[config.mk]
export PLATFORM = sky130hd
export DESIGN_NAME = strobe_window_count
export DESIGN_NICKNAME = d
export VERILOG_FILES = /design/src/rtl/strobe_window_count.sv
export SDC_FILE = /design/constraint.sdc
export NUM_CORES = 1
export LEC_CHECK = 0
export CORE_MARGIN = 1
export CORE_UTILIZATION = 63
export CTS_BUF_LIST = sky130_fd_sc_hd__clkbuf_8
export DETAILED_ROUTE_END_ITERATION = 8
export PLACE_DENSITY_LB_ADDON = 0.3
export SYNTH_ARGS = -nofsm -noshare
export SYNTH_HDL_FRONTEND = slang
export SYNTH_SLANG_ARGS = --single-unit
[constraint.sdc]
create_clock -name i_clk -period 5.3 [get_ports i_clk]
set_input_delay 0.795 -clock i_clk [delete_from_list [all_inputs] [get_ports i_clk]]
set_output_delay 0.795 -clock i_clk [all_outputs]
set_load 0.005 [all_outputs]
[src/rtl/strobe_window_count.sv]
// ---------------------------------------------------------------------------
// strobe_window_count
//   Counts i_event cycles between window-close strobes. Each closed window
//   produces a {saturated, count} result, which is buffered in a small FIFO
//   for a ready/valid consumer. Results that arrive when the buffer is full
//   and not draining are discarded and tallied in a saturating drop counter.
//
// Ports
//   i_clk          sole clock, rising edge
//   i_rst          asynchronous active-high reset
//   i_cg           clock-gate enable; nothing changes while low
//   i_strobe       single-cycle window-close pulse
//   i_event        event to count, one count per high cycle
//   o_data         head-of-buffer window count (0 when empty)
//   o_saturated    head-of-buffer saturation flag (0 when empty)
//   o_valid        buffer non-empty
//   i_ready        consumer accepts the head entry
//   o_dropCount    number of results lost to a full buffer (saturating)
//   i_clearDrops   synchronous clear of o_dropCount
// ---------------------------------------------------------------------------
module strobe_window_count #(
  parameter int CNT_W      = 16,
  parameter int FIFO_DEPTH = 2,
  parameter int DROP_W     = 8
) (
  input  logic              i_clk,
  input  logic              i_rst,
  input  logic              i_cg,
  input  logic              i_strobe,
  input  logic              i_event,
  output logic [CNT_W-1:0]  o_data,
  output logic              o_saturated,
  output logic              o_valid,
  input  logic              i_ready,
  output logic [DROP_W-1:0] o_dropCount,
  input  logic              i_clearDrops
);

  localparam int AW = $clog2(FIFO_DEPTH);
  localparam int PW = AW + 1;
  localparam logic [CNT_W-1:0]  CNT_MAX  = '1;
  localparam logic [DROP_W-1:0] DROP_MAX = '1;

  typedef struct packed {
    logic             flag;
    logic [CNT_W-1:0] cnt;
  } entry_t;

  logic [CNT_W-1:0]  acc_q, acc_d;
  logic              sat_q, sat_d;
  logic [PW-1:0]     wr_ptr_q, wr_ptr_d;
  logic [PW-1:0]     rd_ptr_q, rd_ptr_d;
  logic [DROP_W-1:0] drop_q, drop_d;
  entry_t            mem_q [FIFO_DEPTH];

  logic       acc_at_max;
  logic [CNT_W-1:0] acc_inc;
  logic       inc_hits_max;
  entry_t     res;
  entry_t     head;
  logic       empty, full, pop, push, wr_en, drop;

  // Saturating increment: the adder never sees an increment at all-ones.
  // acc_inc == max covers both "reached all-ones" and "attempted past it".
  assign acc_at_max   = (acc_q == CNT_MAX);
  assign acc_inc      = acc_q + CNT_W'(i_event & ~acc_at_max);
  assign inc_hits_max = (acc_inc == CNT_MAX);

  // The close-cycle event belongs to the closing window.
  assign res.cnt  = acc_inc;
  assign res.flag = sat_q | inc_hits_max;

  // Extra pointer MSB separates full (MSBs differ) from empty (equal).
  assign empty = (wr_ptr_q == rd_ptr_q);
  assign full  = (wr_ptr_q[AW] != rd_ptr_q[AW]) &&
                 (wr_ptr_q[AW-1:0] == rd_ptr_q[AW-1:0]);

  assign pop   = i_cg & ~empty & i_ready;
  assign push  = i_cg & i_strobe;
  // A full buffer that pops this cycle frees the slot being written.
  assign wr_en = push & (~full | pop);
  assign drop  = push & full & ~pop;

  always_comb begin
    acc_d    = acc_q;
    sat_d    = sat_q;
    wr_ptr_d = wr_ptr_q;
    rd_ptr_d = rd_ptr_q;
    drop_d   = drop_q;
    if (i_cg) begin
      if (i_strobe) begin
        acc_d = '0;
        sat_d = 1'b0;
      end else begin
        acc_d = acc_inc;
        sat_d = sat_q | inc_hits_max;
      end
      if (wr_en) wr_ptr_d = wr_ptr_q + PW'(1);
      if (pop)   rd_ptr_d = rd_ptr_q + PW'(1);
      // Clear wins over history, but a drop in the same cycle still counts.
      if (i_clearDrops)
        drop_d = drop ? DROP_W'(1) : '0;
      else if (drop && drop_q != DROP_MAX)
        drop_d = drop_q + DROP_W'(1);
    end
  end

  always_ff @(posedge i_clk or posedge i_rst) begin
    if (i_rst) begin
      acc_q    <= '0;
      sat_q    <= 1'b0;
      wr_ptr_q <= '0;
      rd_ptr_q <= '0;
      drop_q   <= '0;
    end else begin
      acc_q    <= acc_d;
      sat_q    <= sat_d;
      wr_ptr_q <= wr_ptr_d;
      rd_ptr_q <= rd_ptr_d;
      drop_q   <= drop_d;
    end
  end

  // Storage needs no reset: outputs are masked by o_valid.
  always_ff @(posedge i_clk) begin
    if (wr_en) mem_q[wr_ptr_q[AW-1:0]] <= res;
  end

  assign head        = mem_q[rd_ptr_q[AW-1:0]];
  assign o_valid     = ~empty;
  assign o_data      = o_valid ? head.cnt  : '0;
  assign o_saturated = o_valid ? head.flag : 1'b0;
  assign o_dropCount = drop_q;

endmodule

### Word-level counts from Yosys, hierarchy flattened

Memory sizes are Yosys's and may differ from the RTL's.
Cells that the tools add are included.
W data, S select, Z words.

| word-level totals | value |
|---|---|
| register bits | 29 |
| memory bits (writable) | 34 |
| input port bits | 7 |
| output and inout bits | 26 |
| logic and storage cells | 44 |
| memories | 1 |

| cells by class | value |
|---|---|
| add/sub/neg operators | 4 |
| equality and inequality tests | 6 |
| muxes and demuxes | 9 |
| bitwise gates (word level) | 13 |
| reductions and logical operators | 6 |

Memories:

| memory | words | bits a word | read ports | clocked after memory_dff | wr ports | line | source |
|---|---|---|---|---|---|---|---|
| mem_q | 2 | 17 | 1 | 0 | 1 | 54 | `entry_t mem_q [FIFO_DEPTH];` |

Operators by type and width:

| operator | count |
|---|---|
| $eq A16 B16 Y1 const B | 2 |
| $mux W16 | 2 |
| $add A16 B16 Y16 | 1 |
| $and A1 B16 Y16 | 1 |
| $mux W8 | 2 |
| $not A1 Y16 | 1 |
| $add A8 B1 Y8 const B | 1 |
| $ne A8 B8 Y1 const B | 1 |
| $and A1 B1 Y1 | 6 |
| $reduce_and A2 Y1 | 3 |
| $mux W1 | 5 |
| $add A2 B1 Y2 const B | 2 |
| $not A1 Y1 | 3 |
| $eq A2 B2 Y1 | 1 |
| $logic_and A1 B1 Y1 | 2 |
| $or A1 B1 Y1 | 2 |
| $reduce_bool A2 Y1 | 1 |
| $eq A1 B1 Y1 | 1 |
| $ne A1 B1 Y1 | 1 |

### Logic depth before layout (Yosys ltp)

Gate-level depths: netlist of the first run.

| depth | value |
|---|---|
| depth in word-level cells | 9 |
| gate-level depth with buffers | 11 |
| gate-level depth less buffers | 10 |

### Worst setup path before layout of the first run

OpenSTA, ideal clock, no wires.

| path | value |
|---|---|
| path kind | register to register |
| from | reg acc_q[11] |
| to | mem mem_q[0][16] (netlist name), data pin |
| setup time | 0.261 ns |
| data arrival time | 2.314 ns |
| data required time | 5.039 ns |
| slack | 2.725 ns |
| cell stages (with the launch flop) | 12 |
| path buffers | 2 |
| clock period less this slack | 2.575 ns |
| path through | dfrtp_1 -> clkbuf_2 -> nand4_1 -> or3_1 -> o41a_1 -> ha_1 -> nand4_1 -> clkbuf_1 -> nor3_1 -> o2111a_1 -> nand4_1 -> nand2b_1 |

RTL lines:

| item | line | source |
|---|---|---|
| from (decl) | 49 | `logic [CNT_W-1:0] acc_q, acc_d;` |
| from (signal assigned) | 110 | `acc_q <= '0;` |
| from (signal assigned) | 116 | `acc_q <= acc_d;` |
| to (decl) | 54 |  |

### Worst setup path after layout of the first run

| path | value |
|---|---|
| from | reg rd_ptr_q[0] |
| to | out o_data[9] |

| on the way | value |
|---|---|
| longest elaborated chain between the ends | 2 |
| elaborated cells on any way between the ends | 3 |
| those cells by class | eq/ne (1); mux (1); memory (1) |

RTL lines:

| item | line | source |
|---|---|---|
| from (decl) | 52 | `logic [PW-1:0] rd_ptr_q, rd_ptr_d;` |
| from (signal assigned) | 119 | `rd_ptr_q <= rd_ptr_d;` |
| $mem_v2 Z2 W17 or $eq A2 B2 Y1 (tied branches) | n/a |  |
| $mux W16 * | 131 | `assign o_data = o_valid ? head.cnt : '0;` |
| to (decl) | 31 | `output logic [CNT_W-1:0] o_data,` |

Every way passes the cells marked *; elsewhere a longest branch is shown, timed or not.

==> results of run 1 <==
worst paths after layout:
check,startpoint,end,slack (ns)
min in group asynchronous,i_rst,rd_ptr_q[1]$_DFFE_PP0P_,1.04
max in group asynchronous,i_rst,acc_q[14]$_DFFE_PP0P_,3.59
max,rd_ptr_q[0]$_DFFE_PP0P_,o_data[9],1.57
min reg2reg,rd_ptr_q[1]$_DFFE_PP0P_,rd_ptr_q[1]$_DFFE_PP0P_,0.49
min,rd_ptr_q[1]$_DFFE_PP0P_,rd_ptr_q[1]$_DFFE_PP0P_,0.49
max reg2reg,acc_q[11]$_DFFE_PP0P_,mem_q[1][16]$_DFFE_PP_,2.14
sequential cells by signal (all words and copies together) (netlist names):
signal	count
sat_q	1
o_dropCount	8
acc_q	16
rd_ptr_q	2
wr_ptr_q	2
mem_q	34
Yosys cell counts (2+ instances only):
cell / count
edfxtp_1: 34
dfrtp_1: 29
nand2_1: 25
nor2_1: 25
mux2i_1: 19
o21ai_0: 15
xor2_1: 9
buf_2: 8
inv_1: 8
xnor2_1: 8
a22o_1: 6
nand3_1: 6
nor3_1: 6
a21oi_1: 5
nand4_1: 5
or3_1: 5
o31ai_1: 4
and2_1: 3
clkbuf_1: 3
clkbuf_2: 3
ha_1: 3
nor4_1: 3
a221o_1: 2
a31oi_1: 2
and2b_1: 2
and3_1: 2
buf_1: 2
nand2b_1: 2
nand3_2: 2
nand3b_1: 2
nor2b_1: 2
o2bb2ai_1: 2
o41ai_1: 2
or2_2: 2
cells in the final DEF, fill, tap and decap left out, types with 8 or more instances in the layout:
| cell type | synthesis | final |
|---|---|---|
| edfxtp_1 | 34 | 34 |
| clkdlybuf4s50_1 | 0 | 32 |
| dfrtp_1 | 29 | 29 |
| nor2_1 | 25 | 25 |
| nand2_1 | 25 | 25 |
| mux2i_1 | 19 | 19 |
| o21ai_0 | 15 | 15 |
| inv_1 | 8 | 10 |
| clkbuf_8 | 0 | 10 |
| xor2_1 | 9 | 9 |
| xnor2_1 | 8 | 8 |
logic make-up (layout without fill, tap and decap cells):
kind of cell	after synthesis	after routing	synth area share, %
adder cells (fa/ha/maj)	3	3	1.21
AND/OR/NAND/NOR	97	97	16.4
XOR/XNOR	17	17	4.81
flip-flops	63	63	56.4
multiplexers	19	19	6.15
AO/OA/AOI/OAI	48	48	11.2
buffers and inverters	26	57	3.84
power breakdown:
| group | switching [mW] | internal, mW | total (mW) |
|---|---|---|---|
| Clock | 0.174 | 0.272 | 0.446 |
| Combinational | 0.228 | 0.313 | 0.541 |
| Sequential | 0.0881 | 0.596 | 0.684 |
| Total | 0.490 | 1.18 | 1.67 |
per-stage QoR:
stage          setup slack [ns]  power, mW
2_1_floorplan              2.72      0.962
3_3_place_gp               2.07       1.21
3_5_place_dp               1.99       1.23
4_1_cts                    1.51       1.69
5_1_grt                    1.39       1.76
6_report                   1.57       1.67
critical path, stage by stage (launching register included):
cell and delay [ns]:
dfrtp_1 1.03, xor2_1 0.30, and2b_1 0.67, nor2_1 0.13, clkdlybuf4s50_1 0.47
final cells by class:
type                       count  area, um^2  share of cell area [%]
timing repair buffer          32         320                    8.83
sequential                    63        1750                    48.1
clock buffer                  10         138                    3.79
clock inverter                 6        77.6                    2.14
tap                           67        83.8                    2.31
inverter                       9        33.8                   0.931
multi-input combinational    184        1230                    33.9
metal layers:
layer	vias up	share of wire (%)
met5	-	0
met3	9	6.8
met4	0	1.3
li1	1046	-
met1	1036	45
met2	82	47
==> summary.md, run 1 <==
| Metric | Value |
|---|---|
| Met1 Use GR | 35.3% |
| VDD IR max | 0.288 mV |
| Fin nets | 309 |
| Ys Warns | 0 |
| Clock sinks | 63 |
| Placer Congestion | 0.849 |
| N_diodes | 0 |
| Cell depth of the worst flop-to-flop path | 10 |
| GRT overflow | 0 |
| Classification of the worst setup path | reg -> out |
| Max-slew headroom | about a quarter |
| Clk_lat worst skew | 0.34 ns |
| Share of layout cells above drive strength 1 | 7.24% |
| Detailed-route wire length | 5960 um |
| Outcome | complete, no violations |
| Design Area, Final | around 3600 um^2 |
| Clock buffer count from CTS | 9 |
| First-pass GRT wire length | 9830 um |
| Synthesized cell area | 3090 um^2 |
| RSZ-0062 raised after global routing | false |
| Core occupancy in the finished layout | 76.8% |
| Synth top area share | 33.0% |
| Hold slack final | slightly below 0.5 ns |
| Area of placed instances | 3410 um^2 |
| Dominant cell type by area after synthesis | edfxtp_1 |
| CP required | 4.51 ns |
| Synth Flop Type | edfxtp_1 |
| Worst slew pin tran | approximately 1.1 ns |
| Area of the die | about 5200 um^2 |
| CTS root buffer | clkbuf_8 |
| Setup TNS | 0 ns |
| P per Cell Area | approximately 460 nW/um^2 |
| Syn Inst Count | roughly 270 |
| Placed cells | 355 |
| Worst setup SP type | flop |
| Setup violators final | 0 |
| Finished Layout Cells | 371 |
| Endpoints failing hold | 0 |
| Syn Nets | 283 |
| Initial antenna violation count | 0 |
| Leakage | 1.45 nW |
| Vias in the first global route | between 2k and 2.5k |
| # H-tree levels | 3 |
| Total core area | 4720 um^2 |
| Maximum fanout along the worst path | 20 |
| Ports | 33 |
| Fillers | 300 |
| Peak Freq | between 200 and 300 MHz |
| Hold-fix buffer count after cts | 0 |
| Number of synthesized flops with an enable pin | 34 |
| Reg clk slew, reported paths | 0.06 ns |
| Distinct cells, synth | 51 |
| Post-synthesis sequential area ratio | between 50% and 60% |
| Global route hottest layer | met2 |
| Hold Path Class | reg -> reg |
| First DRT Iteration DRCs | 141 |
| Seq cells post-synth | 63 |
| P&R area growth vs syn | 17.3% |
| Grt met2 use | 39.6% |
| Post-synth ARST share | 46.0% |
| Post-route DRC | 0 |
| Total global-route track usage | 25.6% |
| Wire length per cell | 16.1 um |
| Post-cts sizing count | 0 |
| Tcrit/Tclk final | 70.4% |
| Largest net degree at the start of global routing | 30 |
| Rows | 25 |
| CP Capture Type | output pin |
| DP Wirelength | 4050 um |
| Final Max Tran Viols | 0 |
| Vias per Instance | 5.86 |
| DR pass1 iterations | 4 |
| Critical Path AT | 2.93 ns |
| Hold depth | 1 |
| Post-CTS setup buffers | 0 |
| Clock Skew | 0.00685 ns |
| CTS tree | yes |
| Avg Cell Area, Syn | 11.3 um^2 |
| Vert. Die Dim | 72.1 um |
| Antenna-violating nets left | 0 |
| Fin crit period | approximately 3.7 ns |
| Synth top area cells | edfxtp_1 (33%), dfrtp_1 (23%), mux2i_1 (6.1%) |
| Die W | 72.1 um |
| Vias post-DR | ~2.2k |
| Max cap viols | 0 |
| Initial Util | approximately two thirds |
| M3 GR Usage | 7.78% |
| CTS Buffer Depth | 2 |
| Port Buf Inserts | 32 |
Power figures use the tool's default switching activity.
==> run 2, diff against run 1 <==
--- a/config.mk
+++ b/config.mk
@@ -6,7 +6,7 @@
 export NUM_CORES = 1
 export LEC_CHECK = 0
 export CORE_MARGIN = 1
-export CORE_UTILIZATION = 63
+export CORE_UTILIZATION = 58
 export CTS_BUF_LIST = sky130_fd_sc_hd__clkbuf_8
 export DETAILED_ROUTE_END_ITERATION = 8
 export PLACE_DENSITY_LB_ADDON = 0.3
==> constraint.sdc (replaced) <==
create_clock -name i_clk -period 3.6 [get_ports i_clk]
set_input_delay 0.54 -clock i_clk [delete_from_list [all_inputs] [get_ports i_clk]]
set_output_delay 0.54 -clock i_clk [all_outputs]
set_load 0.005 [all_outputs]
==> summary.md, run 2 (synthesis gave the netlist of run 1 again) <==
| Metric | Value |
|---|---|
| Switch Pwr | 0.736 mW |
| Reg clk slew, reported paths | 0.07 ns |
| Setup violators final | 0 |
| Final Max Tran Viols | 0 |
| Sequential standard cell area | 1750 um^2 |
| First DRT Iteration DRCs | 134 |
| CTS tree | yes |
| Clk_lat worst skew | approximately 0.34 ns |
| Post-route DRC | 0 |
| Max incr delay on CP | between 0.4 and 0.5 ns |
| CP Capture Type | flop |
| Classification of the worst setup path | reg -> reg |
| R2r setup slk | ~0.65 ns |
| RSZ-0062 raised after global routing | false |
| P_int | 1.75 mW |
| Clock buffer count from CTS | 9 |
| Setup TNS | 0 ns |
| P per Cell Area | 676 nW/um^2 |
| Hold slack final | 0.510 ns |
| Sequential power share | 38.5% |
| First-pass GRT wire length | 10100 um |
| Worst slew pin tran | 0.755 ns |
| Hold Path Class | reg -> reg |
| Rows | 26 |
| Critical Path AT | 3.15 ns |
| P&R area growth vs syn | 18.6% |
| Initial Util | 60.6% |
| CP max stage cell | dfrtp_1 |
| Largest net degree at the start of global routing | 30 |
| DR pass1 iterations | 4 |
| VDD IR max | 0.418 mV |
| Die W | ~75 um |
| Placer Congestion | 0.891 |
| CTS root buffer | clkbuf_8 |
| Fin nets | approximately 310 |
| Logic pwr share | 34.6% |
| Peak Freq | 338 MHz |
| Hold-fix buffer count after cts | 0 |
| CP required | 3.80 ns |
| Vias post-DR | about 2.2k |
| CTS Buffer Depth | 2 |
| Detailed-route wire length | 6200 um |
| Vert. Die Dim | 75.0 um |
| Core occupancy in the finished layout | about 72% |
| Total global-route track usage | 25.3% |
| Sw frac | 29.6% |
| Total core area | 5110 um^2 |
| Worst setup SP type | flop |
| Crit-path cells | nand4_1, or3_1, o41a_1, ha_1, ha_1, nand3_2, nor4_1, xnor2_1, nand4_1, nand2b_1 |
| Area of the die | 5630 um^2 |
| Vias per Instance | between 5 and 6 |
| Multi-input gate area | 1230 um^2 |
| Fin crit period | 2.95 ns |
| Max cap viols | 0 |
| Commonest non-fill, non-tap cell in the layout | edfxtp_1 |
| Vias in the first global route | 2097 |
| Endpoints failing hold | 0 |
| Clock sinks | between 60 and 70 |
| Ports | 33 |
| Outcome | complete, no violations |
| Antenna-violating nets left | 0 |
| N_diodes | 0 |
| Fillers | 367 |
| Most frequent cells in the layout | edfxtp_1 (34), clkdlybuf4s50_1 (32), dfrtp_1 (29) |
| GRT overflow | 0 |
| Initial antenna violation count | 0 |
| Maximum fanout along the worst path | 10 |
| Tcrit/Tclk final | between 80 and 90% |
| Max FFs per register | 34 |
| DP Wirelength | about 4200 um |
| Share of layout cells above drive strength 1 | 8.74% |
| Port Buf Inserts | 32 |
| Clk pwr share | 26.9% |
| Post-CTS setup buffers | 0 |
| Clock Skew | 0.00676 ns |
| Post-cts sizing count | 0 |
| Max-slew headroom | between 40% and 50% |
| # H-tree levels | 3 |
| Wire length per cell | 16.3 um |
| Leakage | ~1.5 nW |
-- run 2: power by group through the flow --
stage	combinational [mW]	clock [mW]	sequential (mW)
finish	0.858	0.669	0.955
global route	0.962	0.704	0.968
global placement	0.844	0	0.961
CTS	0.872	0.674	0.955
floorplan	0.464	0	0.953
detailed placement	0.870	0	0.967
-- run 2: worst paths after layout --
| check | startpoint | endpoint | cells past startpoint |
|---|---|---|---|
| min in group asynchronous | i_rst | rd_ptr_q[1]$_DFFE_PP0P_ | 3 |
| hold reg to reg | wr_ptr_q[1]$_DFFE_PP0P_ | wr_ptr_q[1]$_DFFE_PP0P_ | 1 |
| hold / removal | wr_ptr_q[1]$_DFFE_PP0P_ | wr_ptr_q[1]$_DFFE_PP0P_ | 1 |
| setup / recovery | acc_q[10]$_DFFE_PP0P_ | mem_q[0][16]$_DFFE_PP_ | 10 |
| max in group asynchronous | i_rst | o_dropCount[2]$_DFFE_PP0P_ | 3 |
| setup reg to reg | acc_q[10]$_DFFE_PP0P_ | mem_q[0][16]$_DFFE_PP_ | 10 |
-- run 2: routing by layer --
metal	track usage (%)	routed length, um	up-vias
li1	-	-	1054
met1	33.7	2780	1063
met2	38.9	2960	55
met3	4.28	314	14
met4	15.5	138	0
met5	0	0	-
-- run 2: final cells by class --
cell class	count	area share, %
inverter	9	0.921
clock inverter	6	2.11
clock buffer	10	3.75
multi-input combinational	184	33.5
sequential	63	47.6
tap	70	2.39
timing repair buffer	37	9.75
-- run 2: metrics by stage --
step           area (um^2)  setup WS, ns  power, mW  std cells
5_1_grt               3670         0.480       2.63        379
6_report              3670         0.645       2.48        379
2_1_floorplan         3090          1.02       1.42        273
4_1_cts               3670         0.711       2.50        379
3_5_place_dp          3450         0.729       1.84        363
3_3_place_gp          3450         0.842       1.81        363
-- run 2: worst max-delay path: cells and delay by family, from the launching register on --
kind | cells | cell delay (ns)
adder cells (fa/ha/maj) | 2 | 0.48
AND/OR/NAND/NOR | 6 | 1.20
XOR/XNOR | 1 | 0.30
AO/OA/AOI/OAI | 1 | 0.38
flip-flops | 1 | 0.46
